File: src/rtl/alu_rr_arbiter.sv
// alu_rr_arbiter: round-robin arbiter that shares one combinational ALU between
// NREQ requesters. It drives the ALU inputs from the granted requester and
// registers the ALU result. The result is returned with the requester index over
// a one-entry valid/ready response register.
module alu_rr_arbiter #(
   parameter int NREQ  = 4,
   parameter int WIDTH = 32,
   localparam int IDW  = (NREQ > 1) ? $clog2(NREQ) : 1
) (
   input  logic                  clk,
   input  logic                  rst,
   input  logic [NREQ-1:0]       req_valid,
   output logic [NREQ-1:0]       req_ready,
   input  logic [NREQ*WIDTH-1:0] req_a,
   input  logic [NREQ*WIDTH-1:0] req_b,
   input  logic [NREQ*3-1:0]     req_ctrl,
   output logic [WIDTH-1:0]      alu_a,
   output logic [WIDTH-1:0]      alu_b,
   output logic [2:0]            alu_ctrl,
   input  logic [WIDTH-1:0]      alu_result,
   input  logic                  alu_zero,
   output logic                  rsp_valid,
   input  logic                  rsp_ready,
   output logic [WIDTH-1:0]      rsp_result,
   output logic                  rsp_zero,
   output logic [IDW-1:0]        rsp_id
);

   logic [IDW-1:0]   rr_ptr_r;
   logic             rsp_valid_r;
   logic [WIDTH-1:0] rsp_result_r;
   logic             rsp_zero_r;
   logic [IDW-1:0]   rsp_id_r;

   logic             can_accept_s;
   logic             grant_vld_s;
   logic [IDW-1:0]   grant_idx_s;
   logic [IDW-1:0]   next_ptr_s;

   // Requester index reached k steps after ptr, wrapping at NREQ-1 -> 0.
   function automatic logic [IDW-1:0] wrap_idx(input logic [IDW-1:0] ptr, input int k);
      int s;
      s = int'(ptr) + k;
      if (s >= NREQ) begin
         s = s - NREQ;
      end else begin
         s = s;
      end
      return s[IDW-1:0];
   endfunction

   // The output register can take a new result when it is empty or being drained;
   // nothing is granted while reset is asserted.
   assign can_accept_s = rst & (~rsp_valid_r | rsp_ready);

   // Round-robin search: the first valid requester at or after rr_ptr wins.
   always_comb begin
      grant_vld_s = 1'b0;
      grant_idx_s = '0;
      for (int k = 0; k < NREQ; k++) begin
         if (can_accept_s && !grant_vld_s && req_valid[wrap_idx(rr_ptr_r, k)]) begin
            grant_vld_s = 1'b1;
            grant_idx_s = wrap_idx(rr_ptr_r, k);
         end else begin
            grant_vld_s = grant_vld_s;
         end
      end
   end

   // One-hot grant plus the operand mux into the shared ALU (zeros when idle).
   always_comb begin
      req_ready = '0;
      alu_a     = '0;
      alu_b     = '0;
      alu_ctrl  = 3'b000;
      if (grant_vld_s) begin
         req_ready[grant_idx_s] = 1'b1;
         alu_a    = req_a[int'(grant_idx_s)*WIDTH +: WIDTH];
         alu_b    = req_b[int'(grant_idx_s)*WIDTH +: WIDTH];
         alu_ctrl = req_ctrl[int'(grant_idx_s)*3 +: 3];
      end else begin
         req_ready = '0;
      end
   end

   // Pointer moves to the requester just after the one that won.
   always_comb begin
      if (int'(grant_idx_s) == NREQ - 1) begin
         next_ptr_s = '0;
      end else begin
         next_ptr_s = grant_idx_s + {{(IDW-1){1'b0}}, 1'b1};
      end
   end

   // Response register and round-robin pointer; both change only on accept,
   // drain, or reset.
   always_ff @(posedge clk or negedge rst) begin
      if (!rst) begin
         rsp_valid_r  <= 1'b0;
         rsp_result_r <= '0;
         rsp_zero_r   <= 1'b0;
         rsp_id_r     <= '0;
         rr_ptr_r     <= '0;
      end else if (grant_vld_s) begin
         rsp_valid_r  <= 1'b1;
         rsp_result_r <= alu_result;
         rsp_zero_r   <= alu_zero;
         rsp_id_r     <= grant_idx_s;
         rr_ptr_r     <= next_ptr_s;
      end else begin
         rsp_valid_r  <= rsp_valid_r & ~rsp_ready;
      end
   end

   assign rsp_valid  = rsp_valid_r;
   assign rsp_result = rsp_result_r;
   assign rsp_zero   = rsp_zero_r;
   assign rsp_id     = rsp_id_r;

endmodule

File: config.mk
export PLATFORM = sky130hd
export DESIGN_NAME = alu_rr_arbiter
export DESIGN_NICKNAME = d
export VERILOG_FILES = /design/src/rtl/alu_rr_arbiter.sv
export SDC_FILE = /design/constraint.sdc
export NUM_CORES = 1
export LEC_CHECK = 0
export BUFFER_PORTS_ARGS = -buffer_cell sky130_fd_sc_hd__buf_2
export CAP_MARGIN = 30
export CORE_AREA = 4 4 158 160
export DETAILED_ROUTE_END_ITERATION = 12
export DIE_AREA = 0 0 162 164
export PLACE_DENSITY = 0.52
export SLEW_MARGIN = 20
export SYNTH_ARGS = -nofsm -noshare
export SYNTH_HDL_FRONTEND = slang
export SYNTH_SLANG_ARGS = --single-unit
File: constraint.sdc
create_clock -name clk -period 8.1 [get_ports clk]
set_clock_uncertainty 0.1 [all_clocks]
set_input_delay 2.025 -clock clk [delete_from_list [all_inputs] [get_ports clk]]
set_output_delay 2.025 -clock clk [all_outputs]
set_load 0.02 [all_outputs]
==> impl_metrics.env <==
export IMPL_post_cts_buffers=0
export IMPL_grt_overflow_total=0
export IMPL_slew_headroom_pct=38.8
export IMPL_synth_area_leaders="a211oi_1 20%, dfrtp_1 20%, a21o_1 10%, mux2_2 7.9%, a2111oi_2 7.1%"
export IMPL_worst_ep_required_time_ps=5980
export IMPL_rsz0062_at_grt="false"
export IMPL_synth_top_family_by_area="compound AO/OA/AOI/OAI gates"
export IMPL_clk_path_buf_depth=2
export IMPL_hold_path_cell_count=1
export IMPL_drc=0
export IMPL_min_from="rsp_id[1]$_DFFE_PN0P_"
export IMPL_worst_slew_pin_slew_ps=916
export IMPL_gp_congestion=0.871
export IMPL_finalInstanceArea_um2=7380
export IMPL_grt_max_degree=75
export IMPL_crit_slowest_cell="or3_2"
export IMPL_path_clk_slew_ps=60
export IMPL_antenna_found_initial=2
export IMPL_hp_class="flip-flop to flip-flop"
export IMPL_ctsResizeCount=0
export IMPL_drive_above_1_share_pct=53.3
export IMPL_die_y_um=164
export IMPL_finalHoldViolations=0
export IMPL_cts_buffers=5
export IMPL_worst_hold_path_endpoint="rsp_id[1]$_DFFE_PN0P_"
export IMPL_grt_pass1_vias=6907
export IMPL_cp_max_fo=39
export IMPL_clkPwrFrac_pct=13.9
export IMPL_wl_per_cell_um=20.5
export IMPL_path_common_cell="buf_2"
export IMPL_boundaryPins=415
export IMPL_setup_viol=0
export IMPL_synth_top_area_share_pct=20.5
export IMPL_max_freq_ghz=0.146
export IMPL_outcome="complete, no violations"
export IMPL_wl_met2_um=12500
export IMPL_grt_usage_pct=18.0
export IMPL_synth_compound_area_share_pct=54.7
export IMPL_final_cell_count_no_fill=1271
export IMPL_reg2reg_to="rr_ptr_r[1]$_DFFE_PN0P_"
export IMPL_switching_power_uw=878
export IMPL_totalWireLength_um=26000
export IMPL_yosysTopAreaCell="a211oi_1"
export IMPL_hpwl_um=19000
export IMPL_drtIter0Drc=589
export IMPL_vias_per_cell=5.40
export IMPL_coreArea_um2=23400
export IMPL_netlist_cell_type_count=33
export IMPL_yosys_warnings=0
export IMPL_htreeDepth=2
export IMPL_cts_root_buf="clkbuf_16"
export IMPL_timing_setup_tns_ps=0
export IMPL_fin_crit_ps=6870
export IMPL_port_buffers=414
export IMPL_p_int_uw=781
export IMPL_ff2ff_path_depth=6
export IMPL_placedCellCount=1262
export IMPL_vdd_ir_drop_max_mv=0.148
export IMPL_dr_pass1_iters=6
export IMPL_muxShareOfSynthArea_pct=8.06
export IMPL_netlist_area_um2=4870
export IMPL_critPathCaptureType="primary output"
export IMPL_r2r_slack_ps=5390
export IMPL_cts_tree="built"
export IMPL_crit_chain="buf_2 > nor2b_4 > o21a_1 > or3_2 > buf_4 > a21o_1 > a2111oi_1 > buf_2"
export IMPL_via_count=6868
export IMPL_die_width_um=162
export IMPL_wirelength_met1_um=10600
export IMPL_p_leak_uw=0.00324
export IMPL_pwr_share_seq_pct=14.9
export IMPL_insertion_delay_ps=290
export IMPL_synth_xor_area_share_pct=0
export IMPL_fin_nets=1260
export IMPL_cp_slowest_stage_delay_ps=840
export IMPL_p_comb_share_pct=71.2
export IMPL_hold_buffers=0
export IMPL_syn_area_per_cell_um2=8.19
export IMPL_die_area_um2=26600
export IMPL_path_class="input port to primary output"
export IMPL_switching_share_pct=52.9
export IMPL_ys_seq_area_share_pct=19.5
export IMPL_worstPathArrival_ps=4750
export IMPL_synth_cells=595
export IMPL_row_count=56
export IMPL_yosys_area_share_adder_pct=0.257
export IMPL_start_kind="input port"
export IMPL_start_util_pct=20.8
export IMPL_slew_viol_final=0
export IMPL_area_delta_synth_final_pct=51.4
export IMPL_highest_layer="met5"
export IMPL_max_cap_viol_count=0
export IMPL_synth_seq_cells=38
export IMPL_synth_simple_area_share_pct=9.88
export IMPL_r2r_start="rr_ptr_r[0]$_DFFE_PN0P_"
export IMPL_fillers=2611
export IMPL_post_route_period_util_pct=84.8
export IMPL_clkSinkCount=38
export IMPL_ant_nets=0
export IMPL_dpl_cell_area_um2=7190
export IMPL_syn_nets=904
export IMPL_grt_pass1_wl_um=39000
export IMPL_routed_wl_met3_um=2390
export IMPL_power_density_nw_per_um2=225
-- critical path: cells and delay by family --
kind,cells,cell delay [ps]
AOI/OAI and AO/OA,3,910
buffers and inverters,3,790
and+or+nand+nor,2,980
-- layer usage --
metal,global-route usage [%],vias up
met4,4.61,2
met5,0,-
li1,-,3159
met2,30.9,392
met3,3.96,31
met1,23.0,3284
-- cell type report --
class                      count  area (µm²)  area share, %
timing repair buffer         432        2240           30.4
multi-input combinational    472        3600           48.8
tap                          319         399           5.41
clock inverter                 1        30.0          0.407
inverter                       2        7.51          0.102
antenna                        1        2.50         0.0339
clock buffer                   6         139           1.88
sequential                    38         951           12.9
-- layout by cell type (no fill, tap or decap), drive strengths merged --
cell	n
nand2	7
nand3	66
inv	2
or3	1
diode	1
nor2	6
mux2	34
clkbuf	6
dfrtp	38
nor3	4
a211o	1
o21ai	68
nor3b	1
bufinv	1
nor2b	3
nand2b	3
buf	432
and3	2
and2	1
a2111oi	66
a21o	68
a21oi	3
mux2i	1
a211oi	134
a311oi	1
o21a	1
ha	1
-- per-stage QoR --
| step | setup WS [ps] | hold WS [ps] | power (µW) | utilization (%) |
|---|---|---|---|---|
| 6_report | 1230 | 374 | 1660 | 31.5 |
| 5_1_grt | 1110 | 416 | 1770 | 31.5 |
| 4_1_cts | 1240 | 379 | 1660 | 31.4 |
| 3_5_place_dp | 1250 | 365 | 1420 | 30.7 |
| 3_3_place_gp | 1250 | 367 | 1420 | 30.7 |
| 2_1_floorplan | 1700 | 420 | 1030 | - |
-- cell usage after synthesis --
cell type,count
nand2b_1,3
buf_6,3
inv_1,2
a211oi_2,1
nor2b_1,2
buf_2,20
dfrtp_1,38
nand3_1,66
a211o_1,1
mux2i_1,1
nor3_2,1
a2111oi_1,33
nor3_1,3
nand2_1,7
a21oi_1,3
nor2b_4,1
a2111oi_2,23
mux2_2,34
ha_1,1
nor2_1,6
a211oi_1,133
and3_1,2
nor3b_1,1
buf_1,5
clkbuf_1,54
o21ai_0,68
a2111oi_0,10
or3_1,1
a21o_1,68
and2_1,1
buf_4,1
a311oi_1,1
o21a_1,1
-- how the worst max path moves through the flow --
stage / startpoint / to / slack (ps)
floorplan: req_valid[2] / alu_b[13] / 1700
global placement: req_valid[2] / alu_b[11] / 1250
detailed placement: req_valid[2] / alu_b[11] / 1250
CTS: req_valid[2] / alu_b[11] / 1240
global route: req_valid[0] / alu_a[0] / 1110
finish: req_valid[2] / alu_b[11] / 1230
-- kinds of logic after synthesis --
| kind of cell | after synthesis |
|---|---|
| AO/OA/AOI/OAI | 342 |
| adder cells (fa/ha/maj) | 1 |
| buffers and inverters | 85 |
| flip-flops | 38 |
| multiplexers | 35 |
| AND/OR/NAND/NOR | 94 |
-- power by group through the flow --
stage	logic (µW)	clock network [µW]	registers, µW
after detailed placement	1170	0	249
final	1180	231	247
after CTS	1170	235	247
after global placement	1170	0	248
after floorplan	742	0	287
after global routing	1280	240	252
-- registers in the layout (all words and copies together), names as in the netlist --
signal,count
rsp_id,2
rr_ptr_r,2
rsp_valid,1
rsp_result,32
rsp_zero,1
(Power assumes the default switching activity.)
